File: config.mk
export PLATFORM = sky130hd
export DESIGN_NAME = pattern_render
export DESIGN_NICKNAME = d
export VERILOG_FILES = /design/src/rtl/pattern_render.sv
export SDC_FILE = /design/constraint.sdc
export NUM_CORES = 1
export LEC_CHECK = 0
export ABC_AREA = 1
export CAP_MARGIN = 40
export CORE_ASPECT_RATIO = 0.6
export CORE_MARGIN = 8
export CORE_UTILIZATION = 52
export CTS_BUF_LIST = sky130_fd_sc_hd__clkbuf_4
export DETAILED_ROUTE_END_ITERATION = 8
export HOLD_SLACK_MARGIN = 0.03
export PLACE_DENSITY = 0.8
export SYNTH_ARGS = -nofsm -noshare
export SYNTH_HDL_FRONTEND = slang
export SYNTH_SLANG_ARGS = --single-unit
export TNS_END_PERCENT = 100
File: constraint.sdc
create_clock -name DCLK -period 1.4 [get_ports DCLK]
set_input_delay 0.28 -clock DCLK [delete_from_list [all_inputs] [get_ports DCLK]]
set_output_delay 0.28 -clock DCLK [all_outputs]
set_load 0.05 [all_outputs]
File: src/rtl/pattern_render.sv
// Test-pattern renderer: colour bars, grid, gray ramp or an auto-cycle of all three.
// Pixels are registered and aligned to DSP_DE, which lags DSP_preDE by one cycle.
module pattern_render (
    input  logic       DCLK,
    input  logic       DRST,
    input  logic [1:0] RESOL,
    input  logic [1:0] PAT_SEL,
    input  logic       DSP_preDE,
    input  logic       DSP_VSYNC_X,
    output logic       DSP_DE,
    output logic [7:0] DSP_R,
    output logic [7:0] DSP_G,
    output logic [7:0] DSP_B
);
    // Pattern/state codes share the PAT_SEL encoding, so mode selection is a plain mux.
    localparam logic [1:0] ST_BARS = 2'd0;
    localparam logic [1:0] ST_GRID = 2'd1;
    localparam logic [1:0] ST_RAMP = 2'd2;
    localparam logic [1:0] PAT_AUTO = 2'd3;

    logic        pre_de_d, vs_d;
    logic [10:0] x, y;
    logic [7:0]  sub;
    logic [2:0]  idx;
    logic [1:0]  res_l, pat_l;
    logic [1:0]  fsm, fsm_next;
    logic [5:0]  frame_cnt;

    logic        vs_fall, de_fall;
    logic [7:0]  bar_w_m1;
    logic [1:0]  mode;
    logic [23:0] pix;
    logic        unused_bits;

    assign vs_fall     = vs_d & ~DSP_VSYNC_X;
    assign de_fall     = pre_de_d & ~DSP_preDE;
    assign mode        = (pat_l == PAT_AUTO) ? fsm : pat_l;
    assign unused_bits = ^{y[10:5], x[10]};

    always_comb begin
        bar_w_m1 = 8'd79;
        case (res_l)
            2'b00:   bar_w_m1 = 8'd79;
            2'b01:   bar_w_m1 = 8'd99;
            2'b10:   bar_w_m1 = 8'd127;
            default: bar_w_m1 = 8'd159;
        endcase
    end

    always_comb begin
        fsm_next = ST_BARS;
        case (fsm)
            ST_BARS: fsm_next = ST_GRID;
            ST_GRID: fsm_next = ST_RAMP;
            default: fsm_next = ST_BARS;
        endcase
    end

    // Bar channels: R on for indices with bit1 clear, G for bit2 clear, B for bit0 clear.
    always_comb begin
        pix = 24'h000000;
        case (mode)
            ST_BARS: pix = {{8{~idx[1]}}, {8{~idx[2]}}, {8{~idx[0]}}};
            ST_GRID: pix = (x[4:0] == 5'd0 || y[4:0] == 5'd0) ? 24'hFFFFFF : 24'h000000;
            ST_RAMP: pix = {3{x[9:2]}};
            default: pix = 24'h000000;
        endcase
    end

    always_ff @(posedge DCLK) begin
        if (DRST) begin
            pre_de_d  <= 1'b0;
            vs_d      <= 1'b0;
            x         <= '0;
            y         <= '0;
            sub       <= '0;
            idx       <= '0;
            res_l     <= 2'b00;
            pat_l     <= 2'b00;
            fsm       <= ST_BARS;
            frame_cnt <= '0;
            DSP_DE    <= 1'b0;
            DSP_R     <= '0;
            DSP_G     <= '0;
            DSP_B     <= '0;
        end else begin
            pre_de_d <= DSP_preDE;
            vs_d     <= DSP_VSYNC_X;

            if (DSP_preDE) begin
                x <= x + 11'd1;
                if (sub == bar_w_m1) begin
                    sub <= '0;
                    if (idx != 3'd7) idx <= idx + 3'd1;
                end else begin
                    sub <= sub + 8'd1;
                end
            end else begin
                x   <= '0;
                sub <= '0;
                idx <= '0;
            end

            if (vs_fall)      y <= '0;
            else if (de_fall) y <= y + 11'd1;

            // Settings only move at frame start; entering auto mode restarts the cycle.
            if (vs_fall) begin
                res_l <= RESOL;
                pat_l <= PAT_SEL;
                if (PAT_SEL == PAT_AUTO) begin
                    if (pat_l != PAT_AUTO) begin
                        fsm       <= ST_BARS;
                        frame_cnt <= '0;
                    end else begin
                        frame_cnt <= frame_cnt + 6'd1;
                        if (frame_cnt == 6'd63) fsm <= fsm_next;
                    end
                end
            end

            DSP_DE <= DSP_preDE;
            {DSP_R, DSP_G, DSP_B} <= DSP_preDE ? pix : 24'h000000;
        end
    end
endmodule
# Word-level counts from Yosys, hierarchy flattened
# Index checks and enable logic that the tools add are counted.
word_totals:
  wordCells: 57
  register_bits: 71
  output_inout_bits: 25
  in_bits: 8
classes:
  n_reduce_logical: 13
  eq_ne: 11
  add_sub_neg: 5
  mux: 8
  bitwise: 7
ops:
  columns: ["cell", "n"]
  rows:
  - ["$pmux 24 s3", 1]
  - ["$mux 24", 1]
  - ["$pmux 8 s3", 1]
  - ["$add 11x1->11 const B", 2]
  - ["$logic_not 5->1", 2]
  - ["$add 8x1->8 const B", 1]
  - ["$eq 2x2->1 const B", 4]
  - ["$eq 8x8->1", 1]
  - ["$add 6x1->6 const B", 1]
  - ["$eq 2x1->1 const B", 3]
  - ["$eq 6x6->1 const B", 1]
  - ["$logic_not 2->1", 3]
  - ["$mux 2", 3]
  - ["$mux 6", 1]
  - ["$not 1->1", 5]
  - ["$pmux 2 s2", 1]
  - ["$reduce_and 2->1", 2]
  - ["$reduce_or 2->1", 2]
  - ["$add 3x1->3 const B", 1]
  - ["$ne 3x3->1 const B", 1]
  - ["$reduce_and 3->1", 1]
  - ["$reduce_or 3->1", 1]
  - ["$and 1x1->1", 2]
  - ["$ne 2x2->1 const B", 1]
  - ["2 further kinds", 2]

# Logic depth before layout (Yosys ltp)
# Gate-level depths: netlist of run 1.
logic_depth:
  ltp_word: 4
  ltp_mapped: 11
  depth_no_buf: 11

# Least setup slack after synthesis of run 1
# No wires, ideal clock.
synth_path:
  path_kind: "register to register"
  from: "register res_l[0]"
  to: "register sub[6]"
  t_arrival_ns: 1.224
  t_required_ns: 1.283
  setup_ns: 0.117
  path_buffers: 0
  path_stages_with_launch: 9
  synth_period_minus_slack_ns: 1.341
  setup_slack_ns: 0.059
  path_cell_list: "dfxtp_1 -> inv_1 -> ha_1 -> nand2_1 -> nand3_2 -> nor2_4 -> nand2_1 -> nand2_2 -> nor2_1"
synth_between:
  elab_chain_len: 4
  elab_cells_between_ends: 6
  classes_between: "3 x eq/ne; 1 x mux; 2 x reduce/logical"
synth_lines:
  columns: ["item", "line", "text"]
  rows:
  - ["from (decl)", "25", "logic [1:0] res_l, pat_l;"]
  - ["from (signal assigned)", "78", "res_l <= 2'b00;"]
  - ["from (signal assigned)", "109", "res_l <= RESOL;"]
  - ["$eq 2x2->1 (tied with other cells)", "42", "case (res_l)"]
  - ["$pmux 8 s3 (*)", "42", null]
  - ["$eq 8x8->1 (*)", "92", "if (sub == bar_w_m1) begin"]
  - ["$reduce_or 3->1 (no line) (*)", null, null]
  - ["to (signal assigned)", "96", "sub <= sub + 8'd1;"]
  - ["to (decl)", "23", "logic [7:0] sub;"]
# Every way passes the cells marked *; elsewhere a longest branch is shown, timed or not.
# A chain may end at the register's enable or synchronous reset.

# Worst setup path in the final report of run 1
layout_path:
  from: "register res_l[1]"
  to: "register sub[4]"
# Same word-level chain as after synthesis.

==> results.md, run 1 <==
* Status: completed
* P per Cell Area at ~990 mW/mm2
* Worst Setup End Kind: flip-flop
* Area of the multi-input gates at between 0.001 and 0.0015 mm2
* Synth Instances at 380
* Count leader, synth: nand2_1
* Main flop type after synthesis: dfxtp_1
* Fin crit share at between 90% and 100%
* Final Max Slew Viols at 0
* Sequential Power Share at 48.3%
* Hold Crit Class: flip-flop to flip-flop
* Sequential cell area fraction in the yosys report at 43.3%
* Clock input transition at the sequential cells of the worst setup and hold paths at 100 ps
* Synth top area share at 43.3%
* Diodes inserted at 0
* Psw at 0.00109 W
* Combinational power share at around 18%
* Final number of setup-violating endpoints at 0
* Total global-route track usage at 16.5%
* Num CTS Buffers at 9
* Htree depth at 3
* Layout cell share with drive strength beyond 1 at 27.1%
* Clock power frac at 33.8%
* CTS tree: yes
* GPL Wtd Cong at 0.828
* Synth unique cells at 35
* Setup slack, reg-to-reg at 20 ps
* CTS sink cnt at 64
* CP max FO at 8
* Vias in the first global route at 2,435
* Row cnt at 21
* Clk_lat worst skew at 430 ps
* Critical Path RT at approximately 1700 ps
* Die height at 74.4 um
* P_int at slightly below 0.003 W
* Ports at 33
* Synthesized area at about 0.003 mm2
* First-pass GRT wire length at 10,900 um
* Startpoint Class: flip-flop
* Post-synth top cells: 78 x nand2_1, 67 x inv_1, 64 x dfxtp_1
* Rel. slew slack at ~79%
* Max Fclk at 723 MHz
* CTS root buffer: clkbuf_4
* Core area at 0.00554 mm2
* EDFF count, synth at 0
* Dominant cells by area after synthesis: dfxtp_1 43%, nand2_1 9.9%, inv_1 8.5%
* FF/Latch Area at ~0.0013 mm2
* IO Port Bufs at 32
* Gr ovfl total at 0
* Initial antenna violation count at 0
* Net switching fraction of the power at 27.0%
* Chip Width at between 100 and 150 um
* Layout Cells excl Fill at around 520
* Initial Util at 53.4%
* DRC Markers at 0
* Hold-fix buffers, CTS at 0
* Worst Skew at between 15 and 20 ps
* Routed WL per cell at 13.5 um
* WL final at approximately 7000 um
* ANT nets after route at 0
* Unrepaired setup endpoints after global routing: true
* Leading area contributor after synthesis: dfxtp_1
* Dpl cells at between 500 and 600
* Synth warn at 0
* FILL cells at 373
* WHS at 445 ps
* Avg Inst Size Synth at 7.79 um2
* Crit path time final at about 1400 ps
* Final nets at ~460
* CP Class: flip-flop to flip-flop
* Final HPWL DP at between 4000 and 5000 um
* Syn nets at 399
* Worst slew pin tran at 306 ps
* Synth Register Bits at 64
* Synth-to-layout area growth at 36.9%
* Die area at 0.00844 mm2
* Detailed-route via count at 2,631
* Max Cap Violations at 0
* Final core occ at about 73%
* Router iterations before antenna repair at 5
* Worst Path Arrival at 1700 ps
* Pin count of the biggest net entering global routing at 26
* Max Root-Sink Buffers at 2
* DRT iter0 DRCs at 178
* Final Hold Fails at 0
* Vias per cell at between 5 and 6
* Post-synthesis async set-or-reset flop share at 0%
* Maximum VDD drop at 0.513 mV
* LEAKAGE at 1.78 nW
## final cells by class
type	instances	area share, %
sequential	64	31.9
inverter	76	7.16
timing repair buffer	50	18.7
clock inverter	5	1.79
clock buffer	10	1.85
tap	80	2.47
multi-input combinational	238	36.2
## what timing repair did
item                                    4_1_cts  5_1_grt
gates cloned                                  1        2
endpoints found under the hold margin         0        0
pin swaps                                     6       16
buffers inserted                              0        3
gates resized for setup                       5       30
endpoints found under the setup margin       15       39
## critical path, cell delays in order (launching register included)
cell	delay (ps)
dfxtp_2	360
ha_1	220
nand3b_1	160
nand2_1	90
nand2_1	80
inv_2	110
nand2_2	70
nand2_4	130
nor3_2	50
## cell usage in the layout (no fill, tap or decap), types with 3 or more instances in the layout
cell type,instances
o21ai_1,4
nand3_1,37
nand2_2,4
a21oi_2,3
o21ai_0,6
buf_4,14
buf_12,29
nand2_1,75
clkbuf_4,10
nand3_4,4
xor2_1,3
a21oi_1,13
ha_2,3
dfxtp_1,56
nand2_8,3
clkdlybuf4s50_1,7
nor3_1,7
inv_1,64
nand2_4,4
inv_2,11
nor2_1,27
nand4_1,7
nand3_2,3
nor2_4,3
nor3_2,3
dfxtp_2,8
nor2_2,5
ha_1,7
## sequential cells by signal, summed over array words and instances, names as in the netlist
register	flops
y	5
pat_l	2
pre_de_d	1
vs_d	1
DSP_G	8
sub	8
frame_cnt	6
idx	3
DSP_B	8
DSP_R	8
x	10
fsm	2
res_l	2
## through the flow
step                setup TNS [ps]  power (W)  cell area [um2]  worst slack [ps]
floorplan                        0    0.00234             2960              58.9
global placement             -1500    0.00264             3710              -109
detailed placement           -2750    0.00265             3710              -163
CTS                           -184    0.00401             3880             -27.3
global route                 -1410    0.00417             4050             -74.4
finish                           0    0.00402             4050              17.3
## power by group through the flow
stage                     Combinational (W)  Sequential, W  Clock (W)
after floorplan                    0.000215        0.00212          0
after global placement             0.000656        0.00198          0
after detailed placement           0.000669        0.00198          0
after CTS                          0.000679        0.00194    0.00139
after global routing               0.000765        0.00195    0.00145
final                              0.000718        0.00194    0.00136
## metal layers
| metal | vias to the layer above | part of all wire, % | global-route usage (%) |
|---|---|---|---|
| met5 | - | 0 | 0 |
| met4 | 0 | 2.3 | 6.30 |
| met3 | 19 | 7.2 | 7.13 |
| met2 | 80 | 48 | 27.6 |
| met1 | 1222 | 43 | 18.5 |
| li1 | 1310 | - | - |
## cells by family after synthesis
logic type,Yosys count,synth area share [%]
flops,64,43.3
buf+inv,81,11.7
compound gates,31,6.47
simple gates,188,32.4
fa+ha+maj,11,4.65
xor+xnor,5,1.48
## worst paths after layout
| path | start | to | cells past startpoint |
|---|---|---|---|
| max | res_l[1] | sub[4] | 8 |
| min | x[0] | x[0] | 1 |
| max reg2reg | res_l[1] | sub[4] | 8 |
| min reg2reg | x[0] | x[0] | 1 |
Note: power is estimated with default switching activity, not from simulation.
==> inputs of run 2 (changes only) <==
CTS_CLUSTER_SIZE = 14   (was unset)
==> results of run 2 <==
The final DEF is identical to that of run 1; final timing and power are the same.
